### src/rtl/fifo_pkg.sv
// Shared types and helpers for the parametrised synchronous FIFO.
package fifo_pkg;

  typedef enum logic [1:0] {
    EVT_NONE,
    EVT_WRITE,
    EVT_READ,
    EVT_BOTH
  } fifo_evt_t;

  function automatic int fifo_aw(input int depth);
    return $clog2(depth);
  endfunction

endpackage

### src/rtl/edge_detect.sv
// Rising-edge qualifier: a level-held request yields a single one-cycle pulse.
module edge_detect (
  input  logic clock,
  input  logic reset,
  input  logic in,
  output logic out
);

  logic in_d;

  always_ff @(posedge clock or posedge reset) begin
    if (reset) in_d <= 1'b0;
    else       in_d <= in;
  end

  assign out = in & ~in_d;

endmodule

### src/rtl/param_sync_fifo.sv
// Single-clock parametrised FIFO with edge-qualified requests, sticky error flags and fill level.
// Optional peak fill tracking is enabled with FIFO_PEAK_WATERMARK_EN.
module param_sync_fifo
  import fifo_pkg::*;
#(
  parameter int DATA_W     = 9,
  parameter int DEPTH      = 16,
  parameter int AFULL_LVL  = 12,
  parameter int AEMPTY_LVL = 4,
  localparam int AW        = fifo_aw(DEPTH)
) (
  input  logic              clock,
  input  logic              reset,
  input  logic              wr_request,
  input  logic              rd_request,
  input  logic              clear_overflow_request,
  input  logic              clear_underflow_request,
`ifdef FIFO_PEAK_WATERMARK_EN
  input  logic              clear_peak_request,
  output logic [AW:0]       peak_watermark,
`endif
  input  logic [DATA_W-1:0] wr_data,
  output logic [DATA_W-1:0] rd_data,
  output logic              empty,
  output logic              full,
  output logic              almost_full,
  output logic              almost_empty,
  output logic              overflow,
  output logic              underflow,
  output logic [AW:0]       wr_index,
  output logic [AW:0]       rd_index,
  output logic [AW:0]       watermark
);

  localparam logic [AW:0] PTR_ONE  = (AW+1)'(1);
  localparam logic [AW:0] AFULL_W  = (AW+1)'(AFULL_LVL);
  localparam logic [AW:0] AEMPTY_W = (AW+1)'(AEMPTY_LVL);

  logic [DATA_W-1:0] mem [DEPTH];
  logic              wr_pulse, rd_pulse;
  logic              wr_ok, rd_ok;
  logic              ovf_set, unf_set;
  fifo_evt_t         evt;

  edge_detect u_wr_edge (.clock(clock), .reset(reset), .in(wr_request), .out(wr_pulse));
  edge_detect u_rd_edge (.clock(clock), .reset(reset), .in(rd_request), .out(rd_pulse));

  assign empty        = (wr_index == rd_index);
  assign full         = (wr_index[AW] != rd_index[AW]) && (wr_index[AW-1:0] == rd_index[AW-1:0]);
  assign watermark    = wr_index - rd_index;
  assign almost_full  = (watermark >= AFULL_W);
  assign almost_empty = (watermark <= AEMPTY_W);

  // A write into a full FIFO is still accepted when a read frees the slot on the same edge.
  always_comb begin
    evt = EVT_NONE;
    unique case ({wr_pulse, rd_pulse})
      2'b10:   evt = full  ? EVT_NONE  : EVT_WRITE;
      2'b01:   evt = empty ? EVT_NONE  : EVT_READ;
      2'b11:   evt = empty ? EVT_WRITE : EVT_BOTH;
      default: evt = EVT_NONE;
    endcase
  end

  assign wr_ok   = (evt == EVT_WRITE) || (evt == EVT_BOTH);
  assign rd_ok   = (evt == EVT_READ)  || (evt == EVT_BOTH);
  assign ovf_set = wr_pulse & full & ~rd_pulse;
  assign unf_set = rd_pulse & empty;

  always_ff @(posedge clock) begin
    if (wr_ok) mem[wr_index[AW-1:0]] <= wr_data;
  end

  always_ff @(posedge clock or posedge reset) begin
    if (reset) begin
      rd_data   <= '0;
      wr_index  <= '0;
      rd_index  <= '0;
      overflow  <= 1'b0;
      underflow <= 1'b0;
    end else begin
      if (wr_ok) wr_index <= wr_index + PTR_ONE;
      if (rd_ok) begin
        rd_data  <= mem[rd_index[AW-1:0]];
        rd_index <= rd_index + PTR_ONE;
      end
      if (ovf_set)                     overflow <= 1'b1;
      else if (clear_overflow_request) overflow <= 1'b0;
      if (unf_set)                      underflow <= 1'b1;
      else if (clear_underflow_request) underflow <= 1'b0;
    end
  end

`ifdef FIFO_PEAK_WATERMARK_EN
  always_ff @(posedge clock or posedge reset) begin
    if (reset)                          peak_watermark <= '0;
    else if (clear_peak_request)        peak_watermark <= watermark;
    else if (watermark > peak_watermark) peak_watermark <= watermark;
  end
`endif

endmodule

### config.mk
export PLATFORM = sky130hd
export DESIGN_NAME = param_sync_fifo
export DESIGN_NICKNAME = d
export VERILOG_FILES = /design/src/rtl/fifo_pkg.sv /design/src/rtl/edge_detect.sv /design/src/rtl/param_sync_fifo.sv
export SDC_FILE = /design/constraint.sdc
export NUM_CORES = 1
export LEC_CHECK = 0
export ABC_AREA = 1
export CORE_MARGIN = 4
export CORE_UTILIZATION = 40
export DETAILED_ROUTE_END_ITERATION = 12
export HOLD_SLACK_MARGIN = 0.05
export PLACE_DENSITY = 0.56
export SYNTH_ARGS = -nofsm -noshare
export SYNTH_HDL_FRONTEND = slang
export SYNTH_SLANG_ARGS = --single-unit
### constraint.sdc
create_clock -name clock -period 5.3 [get_ports clock]
set_input_delay 1.06 -clock clock [delete_from_list [all_inputs] [get_ports clock]]
set_output_delay 1.06 -clock clock [all_outputs]
set_load 0.01 [all_outputs]
Word level (Yosys, flattened, before mapping)
Memories as Yosys holds them, arrays and structs flattened. A register that Yosys moved wholly into a read port is not among the register bits.
Index checks and enable logic that the tools add are counted.
{ "word_totals": {"mem_bits_rw": 144, "ff_bits": 14, "n_memories": 1, "word_cells": 44} }
{ "classes": {"n_addsub": 3, "bitwise": 8, "n_lt_le_gt_ge": 2, "muxes": 10, "n_eq_ne": 9, "n_reduce_logical": 5} }
{ "memory_table": {"columns": ["memory", "depth", "width", "rd", "rd_clocked_by_memory_dff", "write_ports", "line_no", "text"], "rows": [
  ["mem", 16, 9, 1, 1, 1, "param_sync_fifo.sv:39", "logic [DATA_W-1:0] mem [DEPTH];"]
]} }
{ "ops": {"columns": ["op", "count"], "rows": [
  ["$add A5 B1 Y5 const B", 2],
  ["$eq A2 B2 Y1 const B", 4],
  ["$mux W1", 7],
  ["$pmux W2 S3", 1],
  ["$and A1 B1 Y1", 5],
  ["$eq A5 B5 Y1", 1],
  ["$ge A5 B4 Y1 const B", 1],
  ["$le A5 B3 Y1 const B", 1],
  ["$sub A5 B5 Y5", 1],
  ["$eq A2 B1 Y1 const B", 2],
  ["$eq A4 B4 Y1", 1],
  ["$mux W2", 2],
  ["$reduce_bool A2 Y1", 2],
  ["$not A1 Y1", 3],
  ["$logic_or A1 B1 Y1", 2],
  ["$logic_and A1 B1 Y1", 1],
  ["$ne A1 B1 Y1", 1]
]} }

Logic depth before layout (Yosys ltp)
Gate-level depths: netlist of run 1.
{ "logic_depth": {"word_depth": 8, "depth_mapped": 13, "mapped_depth_nobuf": 10} }

Modules after synthesis
A second synthesis of run 1 with hierarchy kept.
{ "hier_totals": {"cells_unflattened": 708, "area_unflattened_um2": 7359.6} }
{ "by_module_without_submodules": {"columns": ["module", "n_inst", "area_per_inst_um2", "cells_per_inst"], "rows": [
  ["param_sync_fifo", 1, 7282.0, 700],
  ["edge_detect", 2, 38.8, 4]
]} }

Worst setup path after synthesis of run 1
Ideal clock, no wire load.
{ "synth_path": {"path_type": "flip-flop to output port", "from": "reg rd_index[2]", "to": "out almost_empty", "stages_incl_launch_ff": 9, "arrival_ns": 1.824, "slack_ns": 2.416, "path_cell_list": "dfrtp_1 inv_1 clkbuf_1 ha_1 a21oi_1 o21ai_1 xnor2_1 nand2_1 nor2_1"} }
{ "synth_via": {"elab_chain_len": 2} }
{ "synth_rtl": {"columns": ["item", "line_no", "text"], "rows": [
  ["from (decl)", "param_sync_fifo.sv:31", "output logic [AW:0] rd_index,"],
  ["from (signal assigned)", "param_sync_fifo.sv:85", "rd_index <= rd_index + PTR_ONE;"],
  ["$sub A5 B5 Y5", "param_sync_fifo.sv:50", "assign watermark = wr_index - rd_index;"],
  ["$le A5 B3 Y1", "param_sync_fifo.sv:52", "assign almost_empty = (watermark <= AEMPTY_W);"],
  ["to (decl)", "param_sync_fifo.sv:27", "output logic almost_empty,"]
]} }
Every way passes these cells.

Final worst setup path of run 1
Same ends and word-level chain as after synthesis.

==> flow_summary.json, run 1 <==
{
  "status": "finished, final reports clean",
  "wl_per_cell_um": 17.8,
  "p_clk_share_pct": 24.2,
  "hold_depth": 2,
  "synth_seq_cells": 167,
  "finalSetupViolCount": 0,
  "post-route-period-util_pct": 76.4,
  "syn-num-nets": 731,
  "syn_avg_cell_area_um2": 10.4,
  "worst_slew_pin_slew_ns": 1.21,
  "relSlewSlack_pct": 19.2,
  "swShare_pct": 37.2,
  "period_minus_slack_ns": 4.05,
  "p_leak_nw": 3.49,
  "synth_top_cell_area_share_pct": 58.7,
  "htree_num_levels": 4,
  "max_freq_mhz": 247,
  "via_count": 4839,
  "finalHoldViolCount": 0,
  "vdd_drop_max_mv": 0.263,
  "arrival_ns": 2.99,
  "final_util_pct": 47.2,
  "num_rows": 49,
  "synth_top_cell_by_area": "edfxtp_1",
  "ys_warn_count": 0,
  "gr-total-overflow": 0,
  "crit_type": "flip-flop to output pin",
  "dieArea_um2": 20700,
  "die-width_um": 144,
  "clockBufferDepth": 2,
  "synth.top_cells.by_area": "edfxtp_1 (59%), nand2_1 (9.6%), dfrtp_1 (7.8%)",
  "hold_buffers": 0,
  "critPathRequiredTime_ns": 4.24,
  "fillers": 1688,
  "pre_cts_slack_ns": 1.73,
  "io_buffers": 44,
  "slew_violations": 0,
  "p_per_area_nw_per_um2": 540,
  "drc_errors": 0,
  "ant_nets": 0,
  "p_sw_mw": 1.71,
  "path_clk_slew_ns": 0.06,
  "pwr-share-comb_pct": 39.6,
  "fin_skew_ns": 0.00848,
  "core_um2": 18000,
  "reg2regPathDepth": 7,
  "cts_buffers": 17,
  "cp-start-kind": "flip-flop",
  "gp_congestion": 0.875,
  "io_pins": 45,
  "place_inst": 953,
  "stdcell_count": 986,
  "post_cts_buffers": 0,
  "synth_cell_types": 29,
  "grt_setup_unrepaired": "no",
  "cts-root-buf": "clkbuf_16",
  "drtPass1Iterations": 5,
  "via_per_inst": 4.91,
  "layout-drive-gt1-share_pct": 7.54,
  "grt_max_degree": 77,
  "cts_tree": "yes",
  "grtUsageTotal_pct": 17.7,
  "grt_first_pass_wirelength_um": 26800,
  "syn_area_um2": 7370,
  "synthCells": 706,
  "dr.first_iter.drc_count": 338,
  "intPower_mw": 2.88,
  "cts_resized": 0,
  "crit_path_end_kind": "output pin",
  "grt_pass1_vias": 4802,
  "cap_violations": 0,
  "path_max_fanout": 13,
  "antenna_found_initial": 0,
  "hpwl_um": 11300,
  "start_util_pct": 40.9,
  "power_mw": 4.59,
  "nets": 768,
  "min_path_type": "flip-flop to flip-flop",
  "fin_ws_ns": 1.25,
  "setup_tns_ns": 0,
  "cts_num_sinks": 167,
  "seqPwrFrac_pct": 36.2,
  "wirelength_um": 17500,
  "clkLatencyLatePin_ns": 0.43,
  "area_delta_synth_final_pct": 15.4,
  "fp.dieH_um": 144,
  "yosysSeqAreaShare_pct": 66.5
}
-- logic make-up (layout without fill, tap and decap cells) --
family	Yosys count	count (layout)	share of synthesized area, %
AOI/OAI and AO/OA	32	32	2.73
and+or+nand+nor	344	344	20.1
adders and majority gates	10	10	1.80
other	0	1	0
xor gates and xnor gates	9	9	1.17
buffers and inverters	144	194	7.76
DFF	167	167	66.5
-- metal layers --
metal	routed length (um)	up-vias	track usage (%)
met3	615	28	3.13
met1	7940	2329	23.9
met2	8570	116	28.6
met4	401	0	7.04
li1	-	2366	-
met5	0	-	0
-- cell type report --
class / instances / area (um^2) / area share [%]
clock inverter: 12 / 86.3 / 1.02
sequential: 167 / 4900 / 57.6
timing repair buffer: 46 / 455 / 5.36
clock buffer: 20 / 437 / 5.13
tap: 229 / 287 / 3.37
inverter: 116 / 438 / 5.15
antenna: 1 / 2.50 / 0.0294
multi-input combinational: 395 / 1900 / 22.3
-- critical path: stages (launching register included) --
cell and delay, ns:
dfrtp_1 0.60, inv_1 0.33, ha_1 0.46, nand2_1 0.07, o21ai_1 0.14, xor2_1 0.24, nand2_1 0.08, nor2_1 0.10
clkdlybuf4s50_1 0.54
-- cells in the final DEF (no fill, tap or decap), types with 2 or more instances in the layout --
| master | n |
|---|---|
| edfxtp_1 | 144 |
| clkbuf_16 | 17 |
| a21oi_2 | 6 |
| nand3_1 | 104 |
| clkbuf_1 | 3 |
| nor2_1 | 36 |
| nand2_1 | 189 |
| clkinv_2 | 6 |
| xnor2_1 | 2 |
| inv_1 | 110 |
| nand2_4 | 2 |
| clkinv_1 | 4 |
| clkinvlp_4 | 2 |
| o22ai_1 | 2 |
| buf_4 | 2 |
| inv_2 | 4 |
| clkdlybuf4s50_1 | 44 |
| a21oi_1 | 15 |
| dfrtp_1 | 22 |
| xor2_1 | 6 |
| o21ai_1 | 7 |
| nand2_2 | 10 |
| ha_1 | 9 |
-- sequential cells by signal, summed over array words and instances, names as in the netlist --
signal	cells
underflow	1
wr_index	5
u_rd_edge.in_d	1
rd_index	5
mem	144
u_wr_edge.in_d	1
overflow	1
rd_data	9
-- stage by stage --
step	area (um^2)	hold WS, ns
floorplan	7370	0.546
global placement	7980	0.526
detailed placement	7980	0.525
CTS	8500	0.534
global route	8500	0.552
finish	8500	0.534
-- final timing paths --
check,from,endpoint,slack (ns)
worst max register to register,rd_index[2]$_DFFE_PP0P_,mem[1][2]$_DFFE_PP_,2.14
min in group asynchronous,reset,rd_index[4]$_DFFE_PP0P_,1.15
max in group asynchronous,reset,rd_index[0]$_DFFE_PP0P_,3.50
worst max-delay path,rd_index[2]$_DFFE_PP0P_,almost_empty,1.25
worst min-delay path,underflow$_DFFE_PP0P_,underflow$_DFFE_PP0P_,0.53
worst min register to register,underflow$_DFFE_PP0P_,underflow$_DFFE_PP0P_,0.53
-- cells in the mapped netlist, drive strengths merged --
library cell  count
clkbuf            9
nand2           201
inv             115
edfxtp          144
and2b             1
clkinv            1
dfrtp            23
nor2             38
buf              19
ha                9
nand3           104
a31oi             1
fa                1
o21ai             8
o22ai             2
a21oi            21
xnor2             2
xor2              7
-- power groups by stage --
stage	Combinational, mW	Sequential (mW)	Clock, mW
global route	2.01	1.67	1.18
finish	1.82	1.66	1.11
detailed placement	1.83	1.69	0
global placement	1.81	1.68	0
CTS	1.84	1.66	1.12
floorplan	1.10	1.68	0
No activity file was read; power rests on OpenSTA's default activity.
==> run 2, diff against run 1 <==
Settings changed: PLACE_DENSITY 0.56 to 0.59.
Clock period 5.3 ns to 3.6 ns, I/O delays scaled along.
==> flow_summary.json, run 2 (same netlist as run 1, synthesis figures left out) <==
{
  "path_clk_slew_ns": 0.06,
  "dr.first_iter.drc_count": 453,
  "via_count": 4944,
  "crit_path_max_incr_delay_ns": 0.54,
  "seq_area_um2": 4900,
  "arrival_ns": 2.66,
  "gp_congestion": 0.794,
  "vdd_drop_max_mv": 0.397,
  "slew_violations": 0,
  "via_per_inst": 4.90,
  "cap_violations": 0,
  "drc_errors": 0,
  "cp-start-kind": "flip-flop",
  "start_util_pct": 40.9,
  "wirelength_um": 17400,
  "final_common_cell": "nand2_1",
  "min_path_type": "flip-flop to flip-flop",
  "largest_register_ffs": 144,
  "grt_setup_unrepaired": "no",
  "status": "finished, final reports clean",
  "period_minus_slack_ns": 3.38,
  "setup_tns_ns": 0,
  "p_leak_nw": 3.65,
  "max_freq_mhz": 296,
  "grt_first_pass_wirelength_um": 26900,
  "clkLatencyLatePin_ns": 0.42,
  "nets": 791,
  "clockBufferDepth": 2,
  "hpwl_um": 10800,
  "power_mw": 6.97,
  "critPathRequiredTime_ns": 2.88,
  "cp_slowest_cell": "clkdlybuf4s50_1",
  "post-route-period-util_pct": 93.9,
  "core_um2": 18000,
  "fillers": 1651,
  "fin_skew_ns": 0.00852,
  "die-width_um": 144,
  "ant_nets": 0,
  "cts_num_sinks": 167,
  "grtUsageTotal_pct": 17.5,
  "crit_chain": "inv_1 > ha_1 > fa_1 > o21ai_1 > xor2_1 > nand2_1 > nor2_1 > clkdlybuf4s50_1",
  "cts_tree": "yes",
  "diodes": 0,
  "crit_type": "flip-flop to output pin",
  "drtPass1Iterations": 5,
  "antenna_found_initial": 0,
  "cts-root-buf": "clkbuf_16",
  "layout_common_cells": "nand2_1 (189), edfxtp_1 (144), inv_1 (110)",
  "multi_input_area_um2": 1900,
  "htree_num_levels": 4,
  "io_buffers": 44,
  "grt_pass1_vias": 4911,
  "dieArea_um2": 20700,
  "p_per_area_nw_per_um2": 797,
  "gr-total-overflow": 0,
  "cts_buffers": 17,
  "num_rows": 49,
  "finalSetupViolCount": 0,
  "grt_max_degree": 77,
  "cts_resized": 0,
  "fp.dieH_um": 144,
  "area_delta_synth_final_pct": 18.7,
  "layout-drive-gt1-share_pct": 10.5,
  "relSlewSlack_pct": 29.8,
  "finalHoldViolCount": 0,
  "crit_path_end_kind": "output pin",
  "worst_slew_pin_slew_ns": 1.05,
  "io_pins": 45,
  "path_max_fanout": 4,
  "wl_per_cell_um": 17.3
}
## run 2: cell types whose count changed in the layout (fill, tap and decap cells not counted), sizes merged
cell      change
diode         -1
buf          +23
clkinv        -4
clkinvlp      -2
clkbuf        +6
## run 2: power by group
part           internal, mW  switching [mW]
Combinational          1.07            1.69
Clock                  1.09           0.710
Sequential             2.29           0.119
Total                  4.45            2.52
## run 2: what timing repair did
item	CTS	global route
endpoints found under the setup margin	0	1
setup buffers	0	1
hold buffers	0	0
## run 2: final timing paths
| check | from | endpoint | slack (ns) | depth (start not counted) |
|---|---|---|---|---|
| worst min register to register | rd_data[8]$_DFFE_PP0P_ | rd_data[8]$_DFFE_PP0P_ | 0.53 | 2 |
| min in group asynchronous | reset | underflow$_DFFE_PP0P_ | 0.88 | 2 |
| worst max-delay path | wr_index[0]$_DFFE_PP0P_ | almost_empty | 0.22 | 8 |
| worst max register to register | rd_index[0]$_DFFE_PP0P_ | rd_data[2]$_DFFE_PP0P_ | 1.29 | 9 |
| worst min-delay path | rd_data[8]$_DFFE_PP0P_ | rd_data[8]$_DFFE_PP0P_ | 0.53 | 2 |
| max in group asynchronous | reset | rd_index[0]$_DFFE_PP0P_ | 2.02 | 2 |
## run 2: cell type report
type	instances	area share, %
timing repair buffer	69	7.18
sequential	167	56.0
clock inverter	6	0.715
multi-input combinational	395	21.7
clock buffer	26	6.08
tap	229	3.28
inverter	116	5.01
## run 2: stage by stage
stage	area (um^2)	util, %	cells	hold slack [ns]	setup slack (ns)
2_1_floorplan	7370	-	706	0.546	1.06
3_3_place_gp	8140	45.2	975	0.525	0.612
3_5_place_dp	8140	45.2	975	0.517	0.545
4_1_cts	8740	48.5	1007	0.530	0.0842
5_1_grt	8750	48.5	1008	0.558	0.0442
6_report	8750	48.5	1008	0.525	0.221
## run 2: worst max-delay path: cells and delay by family (launching register included)
family,cells,cell delay [ns]
buffers and inverters,2,0.64
AOI/OAI and AO/OA,1,0.19
adders and majority gates,2,0.65
DFF,1,0.35
xor gates and xnor gates,1,0.23
and+or+nand+nor,2,0.18
## run 2: per-layer routing
| layer | wire length, um | GRT usage, % |
|---|---|---|
| met1 | 7510 | 22.6 |
| met2 | 8710 | 29.4 |
| met3 | 819 | 3.29 |
| met4 | 393 | 6.64 |
| met5 | 0 | 0 |
==> run 3, diff against run 2 <==
Settings changed: PLACE_DENSITY 0.59 to not set, PLACE_DENSITY_LB_ADDON set to 0.1.
Clock period 3.6 ns to 4 ns, I/O delays scaled along.
==> flow_summary.json, run 3 (same netlist as run 1, synthesis figures left out) <==
{
  "cap_violations": 0,
  "cts_resized": 0,
  "finalSetupViolCount": 0,
  "layout_common_cells": "nand2_1 (189), edfxtp_1 (144), inv_1 (110)",
  "cp_slowest_cell": "dfrtp_1",
  "cpMostUsedCell": "nand2_1",
  "r2r_end": "mem[11][1]$_DFFE_PP_",
  "dr.first_iter.drc_count": 310,
  "p_sw_mw": 2.32,
  "relSlewSlack_pct": 32.2,
  "cp.depth": 8,
  "intPower_mw": 3.98,
  "seqPwrFrac_pct": 34.9,
  "core_um2": 18000,
  "cp-start-kind": "flip-flop",
  "die-width_um": 144,
  "io_buffers": 44,
  "io_pins": 45,
  "grt_first_pass_wirelength_um": 28400,
  "worstSetupStartpoint": "rd_index[2]$_DFFE_PP0P_",
  "drc_errors": 0,
  "setup_tns_ns": 0,
  "slew_violations": 0,
  "p_leak_nw": 3.61,
  "gr-total-overflow": 0,
  "antenna_found_initial": 0,
  "crit_path_max_incr_delay_ns": 0.66,
  "fin_skew_ns": 0.0152,
  "worst_slew_pin_slew_ns": 1.02,
  "grt_setup_unrepaired": "no",
  "finalHoldViolCount": 0,
  "hold_buffers": 0,
  "pwr-share-comb_pct": 39.4,
  "critPathCapture": "almost_empty",
  "reg2regPathDepth": 8,
  "area_delta_synth_final_pct": 18.1,
  "drtPass1Iterations": 4,
  "via_count": 4876,
  "finalHoldWorstSlack_ns": 0.534,
  "grt_max_degree": 75,
  "reg2reg_slack_ns": 1.52,
  "layout-drive-gt1-share_pct": 9.92,
  "crit_chain": "inv_1 > ha_1 > nand2_1 > o21ai_1 > xor2_1 > nand2_1 > nor2_1 > clkdlybuf4s50_1",
  "cp_num_buf_inv": 2,
  "via_per_inst": 4.85,
  "crit_path_end_kind": "output pin",
  "gp_congestion": 0.846,
  "cts_num_sinks": 167,
  "fillers": 1654,
  "path_clk_slew_ns": 0.05,
  "post-route-period-util_pct": 90.0,
  "p_per_area_nw_per_um2": 724,
  "vdd_drop_max_mv": 0.347,
  "p_clk_share_pct": 25.7,
  "ant_nets": 0,
  "largest_register_ffs": 144,
  "hpwl_um": 11500,
  "min_path_type": "flip-flop to flip-flop",
  "num_rows": 49,
  "clockBufferDepth": 2,
  "wirelength_um": 18200,
  "arrival_ns": 2.80,
  "cts_tree": "yes",
  "path_max_fanout": 13,
  "wl_per_cell_um": 18.1,
  "clkLatencyLatePin_ns": 0.42,
  "period_minus_slack_ns": 3.60,
  "dieArea_um2": 20700,
  "nets": 788,
  "cp_top_family": "flip-flops",
  "max_freq_mhz": 278,
  "cts_buffers": 17,
  "r2r-start": "rd_index[2]$_DFFE_PP0P_",
  "critPathRequiredTime_ns": 3.20,
  "grtUsageTotal_pct": 18.9,
  "fp.dieH_um": 144,
  "cts-root-buf": "clkbuf_16",
  "grt_pass1_vias": 4914,
  "crit_type": "flip-flop to output pin",
  "final_common_cell": "nand2_1",
  "swShare_pct": 36.8,
  "post_cts_buffers": 0,
  "status": "finished, final reports clean",
  "diodes": 0,
  "start_util_pct": 40.9,
  "htree_num_levels": 4
}
==> run 3: cell count changes in the layout (fill, tap and decap cells not counted), sizes merged <==
cell,previous run,this run
buf,25,22
bufinv,1,3
clkinvlp,0,4
clkbuf,26,22
clkinv,6,4
==> run 3: power groups by stage <==
| stage | registers [mW] | logic, mW | clock network [mW] |
|---|---|---|---|
| after global routing | 2.22 | 2.74 | 1.75 |
| after floorplan | 2.23 | 1.45 | 0 |
| after detailed placement | 2.24 | 2.50 | 0 |
| after global placement | 2.23 | 2.47 | 0 |
| final | 2.20 | 2.48 | 1.62 |
| after CTS | 2.21 | 2.51 | 1.66 |
==> run 3: layout make-up <==
type	count	area (um^2)	share of cell area (%)
tap	229	287	3.29
inverter	116	438	5.03
clock inverter	10	134	1.54
clock buffer	22	444	5.10
multi-input combinational	395	1900	21.8
timing repair buffer	66	606	6.96
sequential	167	4900	56.3
==> run 3: worst reg2reg max path, delay by kind of cell (launching register included) <==
kind	cells	cell delay (ns)
flip-flops	1	0.66
AND/OR/NAND/NOR	4	0.52
buffers and inverters	2	0.37
adder cells (fa/ha/maj)	1	0.37
AO/OA/AOI/OAI	1	0.27
==> run 3: per-stage QoR <==
| stage | std cells | cell area, um^2 | setup slack (ns) | power (mW) | util, % |
|---|---|---|---|---|---|
| 2_1_floorplan | 706 | 7370 | 1.38 | 3.68 | - |
| 3_3_place_gp | 973 | 8130 | 0.885 | 4.70 | 45.1 |
| 3_5_place_dp | 973 | 8130 | 0.780 | 4.74 | 45.1 |
| 4_1_cts | 1005 | 8710 | 0.329 | 6.38 | 48.3 |
| 5_1_grt | 1005 | 8710 | 0.197 | 6.71 | 48.3 |
| 6_report | 1005 | 8710 | 0.400 | 6.31 | 48.3 |
==> run 3: worst min-delay path by stage <==
stage / startpoint / to / slack, ns / cells past startpoint
finish: underflow$_DFFE_PP0P_ / underflow$_DFFE_PP0P_ / 0.53 / 2
global placement: overflow$_DFFE_PP0P_ / overflow$_DFFE_PP0P_ / 0.52 / 2
floorplan: u_rd_edge.in_d$_DFF_PP0_ / rd_index[0]$_DFFE_PP0P_ / 0.55 / 3
detailed placement: rd_data[5]$_DFFE_PP0P_ / rd_data[5]$_DFFE_PP0P_ / 0.53 / 2
CTS: underflow$_DFFE_PP0P_ / underflow$_DFFE_PP0P_ / 0.54 / 2
global route: underflow$_DFFE_PP0P_ / underflow$_DFFE_PP0P_ / 0.57 / 2
==> run 3: per-layer routing <==
layer	vias to the layer above	track usage, %	wire length, um
li1	2401	-	-
met1	2355	25.7	8030
met2	101	30.8	8960
met3	19	3.43	941
met4	0	6.19	283
met5	-	0	0
